==> config.mk <==
export PLATFORM = sky130hd
export DESIGN_NAME = cache_arbiter
export DESIGN_NICKNAME = d
export VERILOG_FILES = /design/src/rtl/cache_pkg.sv /design/src/rtl/cache_arbiter.sv
export SDC_FILE = /design/constraint.sdc
export NUM_CORES = 1
export LEC_CHECK = 0
export BUFFER_PORTS_ARGS = -buffer_cell sky130_fd_sc_hd__buf_2
export CORE_UTILIZATION = 35
export CTS_CLUSTER_SIZE = 30
export DETAILED_ROUTE_END_ITERATION = 7
export GPL_TIMING_DRIVEN = 0
export PLACE_DENSITY = 0.6
export SLEW_MARGIN = 20
export SYNTH_ARGS = -nofsm -noshare
export SYNTH_HDL_FRONTEND = slang
export SYNTH_SLANG_ARGS = --single-unit
==> constraint.sdc <==
create_clock -name clk -period 3.8 [get_ports clk]
set_input_delay 0.76 -clock clk [delete_from_list [all_inputs] [get_ports clk]]
set_output_delay 0.76 -clock clk [all_outputs]
set_load 0.05 [all_outputs]
==> src/rtl/cache_pkg.sv <==
`default_nettype none
// ---------------------------------------------------------------------------
// | Module   : cache_pkg                                                    |
// | Purpose  : Shared types and constants for the cache port arbiter.       |
// | Revision : 1.0 - initial release                                        |
// ---------------------------------------------------------------------------
package cache_pkg;

  // Width of the access latency down-counter (latencies up to 15 cycles).
  localparam int CNT_W = 4;

  // Mux select encodings.
  localparam logic SEL_PROC1 = 1'b0;
  localparam logic SEL_PROC2 = 1'b1;

  // Sequencer states.
  typedef enum logic [1:0] {
    IDLE   = 2'd0,
    ACCESS = 2'd1,
    DONE   = 2'd2
  } state_t;

endpackage
`default_nettype wire

==> src/rtl/cache_arbiter.sv <==
`default_nettype none
// ---------------------------------------------------------------------------
// | Module   : cache_arbiter                                                |
// | Purpose  : Round-robin sequencer for the shared cache port. Drives the  |
// |            mux select and cache enable, and pulses a one-cycle Ack to   |
// |            the winning processor once its access latency has elapsed.   |
// | Revision : 1.0 - initial release                                        |
// ---------------------------------------------------------------------------
module cache_arbiter
  import cache_pkg::*;
#(
  parameter int unsigned READ_LAT  = 2,
  parameter int unsigned WRITE_LAT = 1
) (
  input  logic clk,
  input  logic rst_n,
  input  logic proc1_Req,
  input  logic proc2_Req,
  input  logic proc1_WE,
  input  logic proc2_WE,
  output logic sel,
  output logic cache_En,
  output logic proc1_Ack,
  output logic proc2_Ack,
  output logic busy
);

  // Counter load values: the grant cycle itself counts as the first cycle.
  localparam logic [CNT_W-1:0] c_rd_load = CNT_W'(READ_LAT - 1);
  localparam logic [CNT_W-1:0] c_wr_load = CNT_W'(WRITE_LAT - 1);

  state_t           r_state;
  logic [CNT_W-1:0] r_cnt;
  logic             r_last;

  state_t           w_state;
  logic [CNT_W-1:0] w_cnt;
  logic             w_last;
  logic             w_sel;
  logic             w_en;
  logic             w_ack1;
  logic             w_ack2;
  logic             w_busy;
  logic             w_win;
  logic             w_we;

  // Next-state and next-output logic; every output is then registered so
  // nothing reaches a port combinationally from Req or WE.
  always_comb begin
    w_state = r_state;
    w_cnt   = r_cnt;
    w_last  = r_last;
    w_sel   = sel;
    w_en    = 1'b0;
    w_ack1  = 1'b0;
    w_ack2  = 1'b0;
    w_win   = r_last;
    w_we    = 1'b0;
    case (r_state)
      IDLE: begin
        if (proc1_Req || proc2_Req) begin
          // On a tie the processor that did not win last time gets the port.
          if (proc1_Req && proc2_Req) w_win = ~r_last;
          else                        w_win = proc2_Req ? SEL_PROC2 : SEL_PROC1;
          // WE is captured only here; later changes cannot alter latency.
          w_we    = (w_win == SEL_PROC2) ? proc2_WE : proc1_WE;
          w_sel   = w_win;
          w_last  = w_win;
          w_cnt   = w_we ? c_wr_load : c_rd_load;
          w_en    = 1'b1;
          w_state = ACCESS;
        end
      end
      ACCESS: begin
        if (r_cnt != '0) begin
          w_cnt = r_cnt - CNT_W'(1);
          w_en  = 1'b1;
        end else begin
          // Ack goes to whoever owns the frozen select, even if Req dropped.
          w_ack1  = (sel == SEL_PROC1);
          w_ack2  = (sel == SEL_PROC2);
          w_state = DONE;
        end
      end
      DONE: begin
        w_state = IDLE;
      end
      default: begin
        w_state = IDLE;
      end
    endcase
    w_busy = (w_state != IDLE);
  end

  // State, counter and output registers with synchronous active-low reset.
  always_ff @(posedge clk) begin
    if (!rst_n) begin
      r_state   <= IDLE;
      r_cnt     <= '0;
      r_last    <= SEL_PROC2;
      sel       <= SEL_PROC1;
      cache_En  <= 1'b0;
      proc1_Ack <= 1'b0;
      proc2_Ack <= 1'b0;
      busy      <= 1'b0;
    end else begin
      r_state   <= w_state;
      r_cnt     <= w_cnt;
      r_last    <= w_last;
      sel       <= w_sel;
      cache_En  <= w_en;
      proc1_Ack <= w_ack1;
      proc2_Ack <= w_ack2;
      busy      <= w_busy;
    end
  end

endmodule
`default_nettype wire

==> results.txt <==
Synth Flop Type = dfxtp_1
FP Rows = 13
hold slack = 0.483 ns
dpl cells = 79
maxcap violations = 0
Die Ht = 40.0 µm
1st-iter DRT viols = 4
clock latency on the worst-skew pair = 0.27 ns
CP bufs+invs = 1
Slew @ Worst Pin = 0.400 ns
post-synth net total = 62
Pleak = 0.308 nW
Nets = 77
Final Hold Fails = 0
Finished Core Util = 46.3%
Routed met2 length = 401 µm
async set or reset register ratio after synthesis = 0%
Slowest-stage cell, CP = dfxtp_1
post-route ant nets = 0
grt ovf = 0
Clock Pin Slew Worst Setup and Hold Paths = 0.08 ns
# fillers = 132
crit path to = sel
CTS root buf = clkbuf_4
CTS HTree Levels = 1
antenna violations before repair = 0
Setup TNS = 0 ns
# diodes = 0
Crit Path Max Fanout = 4
Crit. Startpoint = sel$_SDFFE_PN0P_
routed vias = 403
setup violators final = 0
status = completed
io pins = 11
Sink Count = 12
FF-to-FF path depth = 6
GP Congestion = 0.714
fin cells = 83
Synth area leaders = dfxtp_1 48%, nor2_1 6.7%, nand2_1 5.2%
DR DRC count = 0
worst min-delay path class = reg -> reg
Mapped Area = 505 µm²
CTS tree = built
Met3 Wirelength = 35 µm
final setup margin = 2.13 ns
max_slew headroom = 73.2%
Data required, critical path = 3.04 ns
largest net degree at the start of global routing = 9
top cell type's share of synthesized area = 47.5%
DRT Wirelength = 876 µm
Max IR drop VDD = 0.000324 V
synth cell count leaders = 12 x dfxtp_1, 9 x nor2_1, 7 x nand2_1, 3 x inv_1
WP depth = 1
Starting Density = 38.4%
drt first pass iters = 2
I/O Buffers = 10
Post-synth EDFFs = 0
CP top delay family = flip-flops
most frequent cell after synthesis = dfxtp_1
die width = 40.0 µm
startpoint type of the worst setup path = flop
top layer in use = met4
synth warn = 0
FF-to-FF setup slack = 2.15 ns
CTS Buf Count = 3
cells along the critical path = buf_2
vias in the first global route = 392
Die Area = 1600 µm²
crit end category = primary output
crit share post-route = 44.0%
post-CTS sizing = 0
multi-input logic area = 254 µm²
global-route wire length before repair = 1650 µm
Final Skew = 0.00773 ns
hold-fix buffers at CTS = 0
P per Cell Area = 578 nW/µm²
fin. max-slew vios = 0
setup bufs post-CTS = 0
Synth cell types = 22
Avg Cell Area, Syn = 9.36 µm²
Synth area leader = dfxtp_1
layout cells sized above 1 = 26.5%
routed len/inst = 10.6 µm
area delta synth->final = 20.8%
unrepaired setup endpoints after global routing = no
GRT Util Overall = 16.4%
worst setup path category = reg -> out
#FFs+latches synth = 12
register area = 240 µm²
Place WS = 1.87 ns
R2R Path Start = r_cnt[0]$_SDFFE_PN0P_
post-DP HPWL = 673 µm
DRT met1 WL = 427 µm
Synth Instances = 54
reg2reg end = r_cnt[0]$_SDFFE_PN0P_
fin crit period = 1.67 ns
Worst Path Arrival = 0.91 ns
CTS max path bufs = 2
Placeable Area = 1320 µm²
sequential share of the synthesized area = 47.5%
DR vias/cell = 4.86
Max Fclk = 598 MHz
max incr delay on CP = 0.37 ns
==> power by group <==
part / internal [mW] / switching, mW
clock network: 0.0582 / 0.0414
registers: 0.141 / 0.00919
logic: 0.0381 / 0.0653
total: 0.237 / 0.116
==> layout make-up <==
cell class	count	share of cell area, %
clock buffers	4	5.94
inverters	3	1.84
multi-input cells	39	41.6
flip-flops and latches	12	39.3
well taps	15	3.07
repair buffers	10	8.20
==> how the worst min path moves through the flow <==
stage                         from                    to  slack [ns]  cells after the start
6_report          sel$_SDFFE_PN0P_  proc1_Ack$_SDFF_PP0_        0.48                      1
5_1_grt           sel$_SDFFE_PN0P_  proc1_Ack$_SDFF_PP0_        0.51                      1
4_1_cts           sel$_SDFFE_PN0P_  proc1_Ack$_SDFF_PP0_        0.49                      1
3_5_place_dp      sel$_SDFFE_PN0P_  proc1_Ack$_SDFF_PP0_        0.47                      1
3_3_place_gp      sel$_SDFFE_PN0P_  proc1_Ack$_SDFF_PP0_        0.47                      1
2_1_floorplan  r_last$_SDFFE_PN1P_   r_last$_SDFFE_PN1P_        0.47                      1
==> flip-flops by register name, summed over array words and instances (netlist names) <==
register,cells
r_cnt,4
r_state,2
busy,1
cache_En,1
proc1_Ack,1
proc2_Ack,1
r_last,1
sel,1
==> cell usage in the layout, fill, tap and decap left out <==
cell type	instances
nand3_1	2
a22oi_4	1
ha_1	2
nand2b_1	1
and3_1	1
o211ai_1	1
inv_1	3
nand2_1	7
a21oi_2	1
mux2i_1	2
buf_2	10
a2111o_1	1
xor2_1	2
a21oi_1	1
or2_2	1
or3b_4	1
a32oi_1	1
and2_1	1
nor3_1	2
clkbuf_8	1
clkbuf_4	3
nor2b_1	1
dfxtp_1	12
nor4_1	1
nor2_1	9
==> routing by layer <==
layer / GRT usage, % / vias to the layer above
met5: 0 / -
li1: - / 214
met2: 25.4 / 7
met3: 8.33 / 2
met1: 19.4 / 180
met4: 5.17 / 0
==> through the flow <==
| stage | power (mW) | area [µm²] |
|---|---|---|
| after global routing | 0.381 | 611 |
| after CTS | 0.358 | 611 |
| final | 0.353 | 611 |
| after detailed placement | 0.257 | 574 |
| after floorplan | 0.235 | 505 |
| after global placement | 0.254 | 574 |
==> kinds of logic after synthesis <==
kind of cell             Yosys count  synth area share [%]
buffers and inverters              3                  2.23
AO/OA/AOI/OAI                      6                  12.4
AND/OR/NAND/NOR                   27                  25.5
XOR/XNOR                           2                  3.47
flip-flops                        12                  47.5
adder cells (fa/ha/maj)            2                  4.95
multiplexers                       2                  3.96
Power figures use the tool's default switching activity.
